--- src/rtl/project_mux_pkg.sv ---
// Shared constants for the project multiplexer: register offsets, FSM encoding,
// CTRL bit positions and small helpers.
package project_mux_pkg;

  localparam logic [7:0] REG_ACTIVE = 8'h00;
  localparam logic [7:0] REG_STATUS = 8'h04;
  localparam logic [7:0] REG_CTRL   = 8'h08;

  localparam int CTRL_RESTART = 0;
  localparam int CTRL_CLR_ERR = 1;

  typedef enum logic [1:0] {
    RUN   = 2'd0,
    DRAIN = 2'd1,
    HOLD  = 2'd2
  } mux_state_e;

  function automatic logic idx_legal(input logic [7:0] idx, input int num);
    return int'(idx) < num;
  endfunction

  function automatic logic [31:0] pack_status(input logic [7:0] cur, input logic [7:0] pend,
                                              input logic [1:0] st, input logic err);
    return {7'd0, err, 6'd0, st, pend, cur};
  endfunction

endpackage

--- src/rtl/project_mux_wb_regs.sv ---
// Wishbone slave for the project multiplexer: window decode, single-cycle ack,
// registered readback and one-cycle write strobes toward the switch FSM.
module project_mux_wb_regs
  import project_mux_pkg::*;
#(
  parameter logic [31:0] BASE_ADDR = 32'h3000_0000
) (
  input  logic        wb_clk_i,
  input  logic        wb_rst_i,
  input  logic        wbs_stb_i,
  input  logic        wbs_cyc_i,
  input  logic        wbs_we_i,
  input  logic [3:0]  wbs_sel_i,
  input  logic [31:0] wbs_adr_i,
  input  logic [31:0] wbs_dat_i,
  output logic        wbs_ack_o,
  output logic [31:0] wbs_dat_o,
  input  logic [7:0]  st_current,
  input  logic [7:0]  st_pending,
  input  logic [1:0]  st_state,
  input  logic        st_err,
  output logic        active_wr,
  output logic [7:0]  active_data,
  output logic        ctrl_restart,
  output logic        ctrl_clr_err
);

  logic        in_win, req, wr;
  logic [7:0]  off;
  logic [31:0] rdata;
  logic        unused_bits;

  assign in_win = (wbs_adr_i[31:8] == BASE_ADDR[31:8]);
  assign off    = wbs_adr_i[7:0];
  // Holding off while ack is high gives exactly one ack per request.
  assign req    = wbs_cyc_i & wbs_stb_i & in_win & ~wbs_ack_o;
  assign wr     = req & wbs_we_i & wbs_sel_i[0];
  assign unused_bits = ^{wbs_sel_i[3:1], wbs_dat_i[31:8]};

  always_comb begin
    rdata = '0;
    case (off)
      REG_ACTIVE: rdata = {24'd0, st_pending};
      REG_STATUS: rdata = pack_status(st_current, st_pending, st_state, st_err);
      default:    rdata = '0;
    endcase
  end

  always_ff @(posedge wb_clk_i or posedge wb_rst_i) begin
    if (wb_rst_i) begin
      wbs_ack_o    <= 1'b0;
      wbs_dat_o    <= '0;
      active_wr    <= 1'b0;
      active_data  <= '0;
      ctrl_restart <= 1'b0;
      ctrl_clr_err <= 1'b0;
    end else begin
      wbs_ack_o    <= req;
      wbs_dat_o    <= (req && !wbs_we_i) ? rdata : '0;
      active_wr    <= wr && (off == REG_ACTIVE);
      active_data  <= wbs_dat_i[7:0];
      ctrl_restart <= wr && (off == REG_CTRL) && wbs_dat_i[CTRL_RESTART];
      ctrl_clr_err <= wr && (off == REG_CTRL) && wbs_dat_i[CTRL_CLR_ERR];
    end
  end

endmodule

--- src/rtl/project_mux_ctrl.sv ---
// Project multiplexer: one GPIO bank shared by NUM_PROJECTS slots with a blanked
// drain gap and timed reset on switchover. Define IO_SYNC_EN to synchronise io_in.
module project_mux_ctrl
  import project_mux_pkg::*;
#(
  parameter int          NUM_PROJECTS = 8,
  parameter int          IO_WIDTH     = 38,
  parameter logic [31:0] BASE_ADDR    = 32'h3000_0000,
  parameter int          SWITCH_GAP   = 4,
  parameter int          RESET_HOLD   = 8
) (
  input  logic                             wb_clk_i,
  input  logic                             wb_rst_i,
  input  logic                             wbs_stb_i,
  input  logic                             wbs_cyc_i,
  input  logic                             wbs_we_i,
  input  logic [3:0]                       wbs_sel_i,
  input  logic [31:0]                      wbs_adr_i,
  input  logic [31:0]                      wbs_dat_i,
  output logic                             wbs_ack_o,
  output logic [31:0]                      wbs_dat_o,
  input  logic [IO_WIDTH-1:0]              io_in,
  output logic [IO_WIDTH-1:0]              io_out,
  output logic [IO_WIDTH-1:0]              io_oeb,
  input  logic [NUM_PROJECTS*IO_WIDTH-1:0] proj_io_out,
  input  logic [NUM_PROJECTS*IO_WIDTH-1:0] proj_io_oeb,
  output logic [NUM_PROJECTS*IO_WIDTH-1:0] proj_io_in,
  output logic [NUM_PROJECTS-1:0]          proj_rst,
  output logic [7:0]                       active_o
);

  localparam int CNT_MAX = (SWITCH_GAP > RESET_HOLD) ? SWITCH_GAP : RESET_HOLD;
  localparam int CNT_W   = $clog2(CNT_MAX + 1);
  localparam logic [CNT_W-1:0] GAP_LD  = CNT_W'(SWITCH_GAP - 1);
  localparam logic [CNT_W-1:0] HOLD_LD = CNT_W'(RESET_HOLD - 1);

  mux_state_e       state;
  logic [CNT_W-1:0] cnt;
  logic [7:0]       current, pending, pend_nxt, active_data;
  logic             err, active_wr, ctrl_restart, ctrl_clr_err;
  logic             wr_legal, wr_illegal;
  logic [IO_WIDTH-1:0] io_gate;

  logic [NUM_PROJECTS-1:0][IO_WIDTH-1:0] slot_out, slot_oeb;
  assign slot_out = proj_io_out;
  assign slot_oeb = proj_io_oeb;

  project_mux_wb_regs #(.BASE_ADDR(BASE_ADDR)) u_regs (
    .wb_clk_i     (wb_clk_i),
    .wb_rst_i     (wb_rst_i),
    .wbs_stb_i    (wbs_stb_i),
    .wbs_cyc_i    (wbs_cyc_i),
    .wbs_we_i     (wbs_we_i),
    .wbs_sel_i    (wbs_sel_i),
    .wbs_adr_i    (wbs_adr_i),
    .wbs_dat_i    (wbs_dat_i),
    .wbs_ack_o    (wbs_ack_o),
    .wbs_dat_o    (wbs_dat_o),
    .st_current   (current),
    .st_pending   (pending),
    .st_state     (state),
    .st_err       (err),
    .active_wr    (active_wr),
    .active_data  (active_data),
    .ctrl_restart (ctrl_restart),
    .ctrl_clr_err (ctrl_clr_err)
  );

  assign wr_legal   = active_wr &&  idx_legal(active_data, NUM_PROJECTS);
  assign wr_illegal = active_wr && !idx_legal(active_data, NUM_PROJECTS);
  // Pending as it stands after this cycle's write, so a write landing on a
  // DRAIN/HOLD boundary is never lost.
  assign pend_nxt   = wr_legal ? active_data : pending;

  always_ff @(posedge wb_clk_i or posedge wb_rst_i) begin
    if (wb_rst_i) begin
      state   <= RUN;
      cnt     <= '0;
      current <= '0;
      pending <= '0;
      err     <= 1'b0;
    end else begin
      if (wr_illegal)        err <= 1'b1;
      else if (ctrl_clr_err) err <= 1'b0;
      case (state)
        RUN: begin
          if (wr_legal && active_data != current) begin
            pending <= active_data;
            cnt     <= GAP_LD;
            state   <= DRAIN;
          end else if (ctrl_restart) begin
            pending <= current;
            cnt     <= GAP_LD;
            state   <= DRAIN;
          end
        end
        DRAIN: begin
          pending <= pend_nxt;
          if (cnt == '0) begin
            current <= pend_nxt;
            cnt     <= HOLD_LD;
            state   <= HOLD;
          end else begin
            cnt <= cnt - 1'b1;
          end
        end
        HOLD: begin
          pending <= pend_nxt;
          if (cnt == '0) begin
            if (pend_nxt != current) begin
              cnt   <= GAP_LD;
              state <= DRAIN;
            end else begin
              state <= RUN;
            end
          end else begin
            cnt <= cnt - 1'b1;
          end
        end
        default: state <= RUN;
      endcase
    end
  end

`ifdef IO_SYNC_EN
  logic [IO_WIDTH-1:0] sync_q1, sync_q2;
  always_ff @(posedge wb_clk_i or posedge wb_rst_i) begin
    if (wb_rst_i) begin
      sync_q1 <= '0;
      sync_q2 <= '0;
    end else begin
      sync_q1 <= io_in;
      sync_q2 <= sync_q1;
    end
  end
  assign io_gate = sync_q2;
`else
  assign io_gate = io_in;
`endif

  // Pads are blanked while in reset as well as outside RUN.
  always_comb begin
    io_out = '0;
    io_oeb = '1;
    if (!wb_rst_i && state == RUN) begin
      for (int k = 0; k < NUM_PROJECTS; k++) begin
        if (current == 8'(k)) begin
          io_out = slot_out[k];
          io_oeb = slot_oeb[k];
        end
      end
    end
  end

  for (genvar k = 0; k < NUM_PROJECTS; k++) begin : g_slot
    logic sel;
    assign sel = (current == 8'(k));
    assign proj_io_in[k*IO_WIDTH +: IO_WIDTH] = (sel && state != DRAIN) ? io_gate : '0;
    assign proj_rst[k] = (state != RUN) || !sel;
  end

  assign active_o = current;

endmodule

--- config.mk ---
export PLATFORM = sky130hd
export DESIGN_NAME = project_mux_ctrl
export DESIGN_NICKNAME = d
export VERILOG_FILES = /design/src/rtl/project_mux_pkg.sv /design/src/rtl/project_mux_wb_regs.sv /design/src/rtl/project_mux_ctrl.sv
export SDC_FILE = /design/constraint.sdc
export NUM_CORES = 1
export LEC_CHECK = 0
export CORE_AREA = 2 2 448 450
export CTS_CLUSTER_SIZE = 10
export DETAILED_ROUTE_END_ITERATION = 7
export DIE_AREA = 0 0 450 452
export GPL_TIMING_DRIVEN = 0
export HOLD_SLACK_MARGIN = 0.06
export PLACE_DENSITY = 0.37
export SYNTH_ARGS = -nofsm -noshare
export SYNTH_HDL_FRONTEND = slang
export SYNTH_HIERARCHICAL = 1
export SYNTH_SLANG_ARGS = --single-unit
export TNS_END_PERCENT = 50
--- constraint.sdc ---
create_clock -name wb_clk_i -period 6.6 [get_ports wb_clk_i]
set_input_delay 0.66 -clock wb_clk_i [delete_from_list [all_inputs] [get_ports wb_clk_i]]
set_output_delay 0.66 -clock wb_clk_i [all_outputs]
set_load 0.1 [all_outputs]
Word level (Yosys, flattened, before mapping)
Index checks and enable logic that the tools add are counted.
{"block": "totals", "regBits": 67, "in_bits": 719, "output_inout_bits": 429, "elab_cells": 133}
{"block": "classes", "n_addsub": 1, "order_cmp": 1, "n_eq_ne": 19, "n_mux": 46, "n_bitwise": 6, "reduce_logical": 49}
{"op": "$mux W38", "count": 26}
{"op": "$pmux W25 S2", "count": 1}
{"op": "$eq A8 B3 Y1 const B", "count": 5}
{"op": "$mux W25", "count": 1}
{"op": "$eq A24 B22 Y1 const B", "count": 1}
{"op": "$mux W8", "count": 3}
{"op": "$mux W4", "count": 5}
{"op": "$logic_and A1 B1 Y1", "count": 17}
{"op": "$eq A8 B2 Y1 const B", "count": 2}
{"op": "$logic_not A8 Y1", "count": 2}
{"op": "$ne A8 B8 Y1", "count": 2}
{"op": "$pmux W8 S2", "count": 1}
{"op": "$pmux W4 S3", "count": 1}
{"op": "$logic_not A1 Y1", "count": 11}
{"op": "$eq A8 B1 Y1 const B", "count": 1}
{"op": "$eq A8 B4 Y1 const B", "count": 1}
{"op": "$logic_or A1 B1 Y1", "count": 8}
{"op": "$lt A8 B4 Y1 const B", "count": 1}
{"op": "$mux W2", "count": 4}
{"op": "$pmux W2 S3", "count": 1}
{"op": "$reduce_and A3 Y1", "count": 2}
{"op": "$reduce_bool A2 Y1", "count": 3}
{"op": "$and A1 B1 Y1", "count": 5}
{"op": "$logic_not A4 Y1", "count": 1}
{"op": "other kinds (13)", "count": 17}

Depth between registers and ports, before layout
Gate-level depths: netlist (run 1).
{"block": "depth", "ltp_word": 10, "ltp_mapped": 11, "mapped_depth_nobuf": 7}

Modules after synthesis
Netlist (run 1), hierarchy kept.
{"mod": "project_mux_ctrl", "instances": 1, "cells_each": 1215, "area_each_um2": 8903.5, "seq_area_each_um2": 575.6}
{"mod": "project_mux_wb_regs", "instances": 1, "cells_each": 122, "area_each_um2": 1501.4, "seq_area_each_um2": 775.7}

Worst setup path before layout (run 1)
OpenSTA, ideal clock, no wires.
{"block": "synth_timing", "path_kind": "register to output", "from": "register current[3], in the netlist active_o[3]", "to": "output io_out[10]", "t_arrival_ns": 4.594, "slack_ns": 1.346, "path_stages_with_launch": 9, "n_path_buf": 4, "cell_sequence": "dfrtp_1 > buf_4 > or4_4 > buf_6 > nor3_2 > buf_4 > buf_2 > o21ai_0 > a211oi_1"}
{"block": "synth_via", "elab_chain_cells": 10, "word_cells_on_any_way": 17, "cone_classes": "eq/ne: 7; mux: 9; reduce/logical: 1"}
{"element": "from (decl)", "line_no": "project_mux_ctrl.sv:39", "rtl": "logic [7:0] current, pending, pend_nxt, active_data;"}
{"element": "from (signal assigned)", "line_no": "project_mux_ctrl.sv:100", "rtl": "current <= pend_nxt;"}
{"element": "$logic_not A8 Y1", "line_no": "project_mux_ctrl.sv:147", "rtl": "if (current == 8'(k)) begin"}
{"element": "$mux W38 (7 in a row)", "line_no": "project_mux_ctrl.sv:147"}
{"element": "$mux W38 *", "line_no": "project_mux_ctrl.sv:147"}
{"element": "$mux W38 *", "line_no": "project_mux_ctrl.sv:145", "rtl": "if (!wb_rst_i && state == RUN) begin"}
{"element": "to (decl)", "line_no": "project_mux_ctrl.sv:23", "rtl": "output logic [IO_WIDTH-1:0] io_out,"}
Mark *: on every way between the ends. The rest lies on a longest branch, timed or not.

Final worst setup path (run 1)
{"block": "layout_timing", "from": "register current[0], in the netlist active_o[0]", "to": "output io_oeb[23]"}
{"block": "layout_via", "elab_chain_cells": 10, "word_cells_on_any_way": 17, "cone_classes": "eq/ne: 7; mux: 9; reduce/logical: 1"}
{"element": "$logic_not A8 Y1", "line_no": "project_mux_ctrl.sv:147"}
{"element": "$mux W38 (7 in a row)", "line_no": "project_mux_ctrl.sv:147"}
{"element": "$mux W38 *", "line_no": "project_mux_ctrl.sv:147"}
{"element": "$mux W38 *", "line_no": "project_mux_ctrl.sv:145"}
{"element": "to (decl)", "line_no": "project_mux_ctrl.sv:24", "rtl": "output logic [IO_WIDTH-1:0] io_oeb,"}
Marked as above.

==> qor.yml, run 1 <==
wl_um: 163000
die_w_um: 450
area_growth_pct: 143
die_h_um: 452
cts_tree: "done"
design_area_sq_mm: 0.0253
drt_drc_violations_left: 0
leakage_uw: 0.00867
io_pins: 1148
postSynth.asyncResetShare: 1.00
worstMarginPinSlew_ns: 1.39
yosys-top-cells-area: "and2_1 20%, mux4_2 15%, dfrtp_1 13%"
layout_min_cycle_time_ns: 6.41
rsz0062_at_grt: "true"
synth.distinct_cells: 70
critPathArrivalTime_ns: 5.75
dp_hpwl_um: 148000
drv_slew: 0
yosysTopAreaCell: "and2_1"
synthAdderAreaFrac: 0.00722
grt_max_degree: 32
fin_total_pwr_uw: 1750
placedInstanceArea_sq_mm: 0.0250
fin_skew_ns: 0.00776
path_max_fanout: 10
synth_top_family_by_area: "simple AND/OR/NAND/NOR gates"
fmax_mhz: 156
cp-end-kind: "output port"
yosys_warnings: 6
maxSlewHeadroom: 0.0727
synth.most_common_cell: "and2_1"
fin_crit_sh: 0.971
grt_overflow_total: 0
path_clk_slew_ns: 0.08
avgSynthCellArea_sq_um: 7.78
final_hold_viol_count: 0
dp_cells: 5119
crit_path_start_kind: "flip-flop"
ant_nets: 0
postCtsSetupBuffers: 0
synth_edf_count: 0
powerDensity_mw_per_mm2: 69.4
drive_above_1_share: 0.0886
clockRootBuffer: "clkbuf_16"
status: "finished clean"
synth-xor-area-share: 0.00842
maxCapViolCount: 0
vias_per_cell: 3.29
gr-usage-all-layers: 0.153
hp-class: "flip-flop to flip-flop"
first_pass_iters: 7
synth_common_cells: "331 x and2_1, 97 x nand2_1, 86 x a21oi_1, 84 x clkbuf_1, 67 x mux4_2"
htree_levels: 2
antenna_found_initial: 139
vias: 17000
clk_latency_ns: 0.31
synth.ff_latch_count: 54
layout.nets: 3195
setup_viol: 0
die-area_sq_mm: 0.203
grt_pass1_vias: 16600
worstSetupPathType: "flip-flop to output port"
cts.sinks: 54
stdcell_count: 5170
synth_top_area_share: 0.199
grt_pass1_wl_um: 200000
worstPathRequired_ns: 5.94
synth_cells: 1337
numCtsBuffers: 5
synth_area_sq_mm: 0.0104
clockBufferDepth: 2
synth_compound_area_frac: 0.255
synthSimpleGateAreaFrac: 0.351
rows: 164
io_buffers: 1107
seq_area_frac_synth: 0.130
drtIter0Drc: 1271
start_util: 0.0524
core-area_sq_mm: 0.199
synth_ff_type: "dfrtp_1"
avgRoutedWirePerCell_um: 31.6
synth.area.mux_share: 0.172
gp_congestion: 0.928
irDropWorstVdd_uv: 81.3
[layout make-up]
cell class | count | area [sq um]
diodes | 43 | 108
plain buffers | 155 | 771
clock buffers | 5 | 125
clock inverters | 3 | 47.5
fillers | 23100 | 173000
inverters | 12 | 45.0
multi-input cells | 1128 | 8380
flip-flops and latches | 54 | 1350
well taps | 2656 | 3320
repair buffers | 1114 | 11100
[cells by family (layout without fill, tap and decap cells)]
| family | Yosys count | after routing |
|---|---|---|
| other cells | 1 | 56 |
| fa+ha+maj | 6 | 6 |
| simple gates | 598 | 598 |
| compound gates | 407 | 407 |
| xor+xnor | 10 | 10 |
| buf+inv | 167 | 1289 |
| flops | 54 | 54 |
| mux | 94 | 94 |
[critical path, cell delays in order (launching register included)]
cell and delay (ns):
dfrtp_1 0.49, buf_2 0.38, buf_2 0.54, buf_2 0.56
buf_2 0.48, clkbuf_1 0.57, nor3_1 0.13, a21oi_1 0.84
o21ai_0 0.19, nand2_1 0.10, dlygate4sd2_1 1.04
[routing by layer]
metal  routed length [um]  track usage  vias to the layer above
li1                     -            -                     7274
met5                  212            0                        -
met3                11500       0.0348                      226
met2                78400        0.260                      982
met1                68600        0.193                     8475
met4                 4530       0.0374                       30
[where the power goes]
group	internal, uW	leakage, uW	switching (uW)
combinational	503	0.00785	597
sequential	333	0.000736	3.51
clock	182	0.0000846	137
total	1020	0.00867	738
[placed cells by master, fill, tap and decap left out, drive strengths merged, types with 38 or more instances in the layout]
master	netlist	layout
a22oi	38	38
clkdlybuf4s50	0	1027
dfrtp	54	54
diode	0	43
clkbuf	91	98
and2	331	331
nand2	101	101
o22ai	44	44
a21oi	86	86
dlygate4sd2	0	67
mux4	67	67
o21ai	104	104
buf	64	73
[path summary, 6_finish.rpt]
check / slack, ns / depth (start not counted) / startpoint / end
setup / recovery: 0.19 / 10 / active_o[0] / io_oeb[23]
hold / removal: 0.43 / 1 / u_regs/ctrl_clr_err / err
setup reg to reg: 2.52 / 9 / active_o[0] / active_o[0]
hold reg to reg: 0.43 / 1 / u_regs/ctrl_clr_err / err
max in group asynchronous: 4.99 / 2 / wb_rst_i / err
min in group asynchronous: 0.87 / 2 / wb_rst_i / u_regs/wbs_dat_o[3]
[stage by stage]
stage	setup TNS (ns)	utilization	hold WS, ns	setup slack [ns]
global route	-0.0371	0.127	0.461	-0.0371
detailed placement	-10.97	0.126	0.424	-0.871
CTS	0	0.127	0.434	0.0156
global placement	-51.24	0.125	0.427	-2.90
floorplan	0	-	0.410	1.35
finish	0	0.127	0.430	0.193
[registers in the layout (all words and copies together), names as in the netlist]
name,count
pending,8
cnt,4
u_regs/ctrl_clr_err,1
u_regs/wbs_dat_o,19
u_regs/wbs_ack_o,1
state,2
active_o,8
u_regs/ctrl_restart,1
u_regs/active_data,8
err,1
u_regs/active_wr,1
[repair_timing]
action,4_1_cts,5_1_grt
endpoints found under the setup margin,166,9
hold buffers,0,0
resized for setup,99,10
cloned,0,0
pin swaps,0,0
Note: power is estimated with default switching activity, not from simulation.
==> inputs of run 2 (changes only) <==
--- a/config.mk
+++ b/config.mk
@@ -10,8 +10,9 @@
 export DETAILED_ROUTE_END_ITERATION = 7
 export DIE_AREA = 0 0 450 452
 export GPL_TIMING_DRIVEN = 0
-export HOLD_SLACK_MARGIN = 0.06
+export HOLD_SLACK_MARGIN = 0.03
 export PLACE_DENSITY = 0.37
+export SLEW_MARGIN = 0
 export SYNTH_ARGS = -nofsm -noshare
 export SYNTH_HDL_FRONTEND = slang
 export SYNTH_HIERARCHICAL = 1
==> results of run 2 <==
The final DEF is identical to that of run 1; final timing and power are the same.
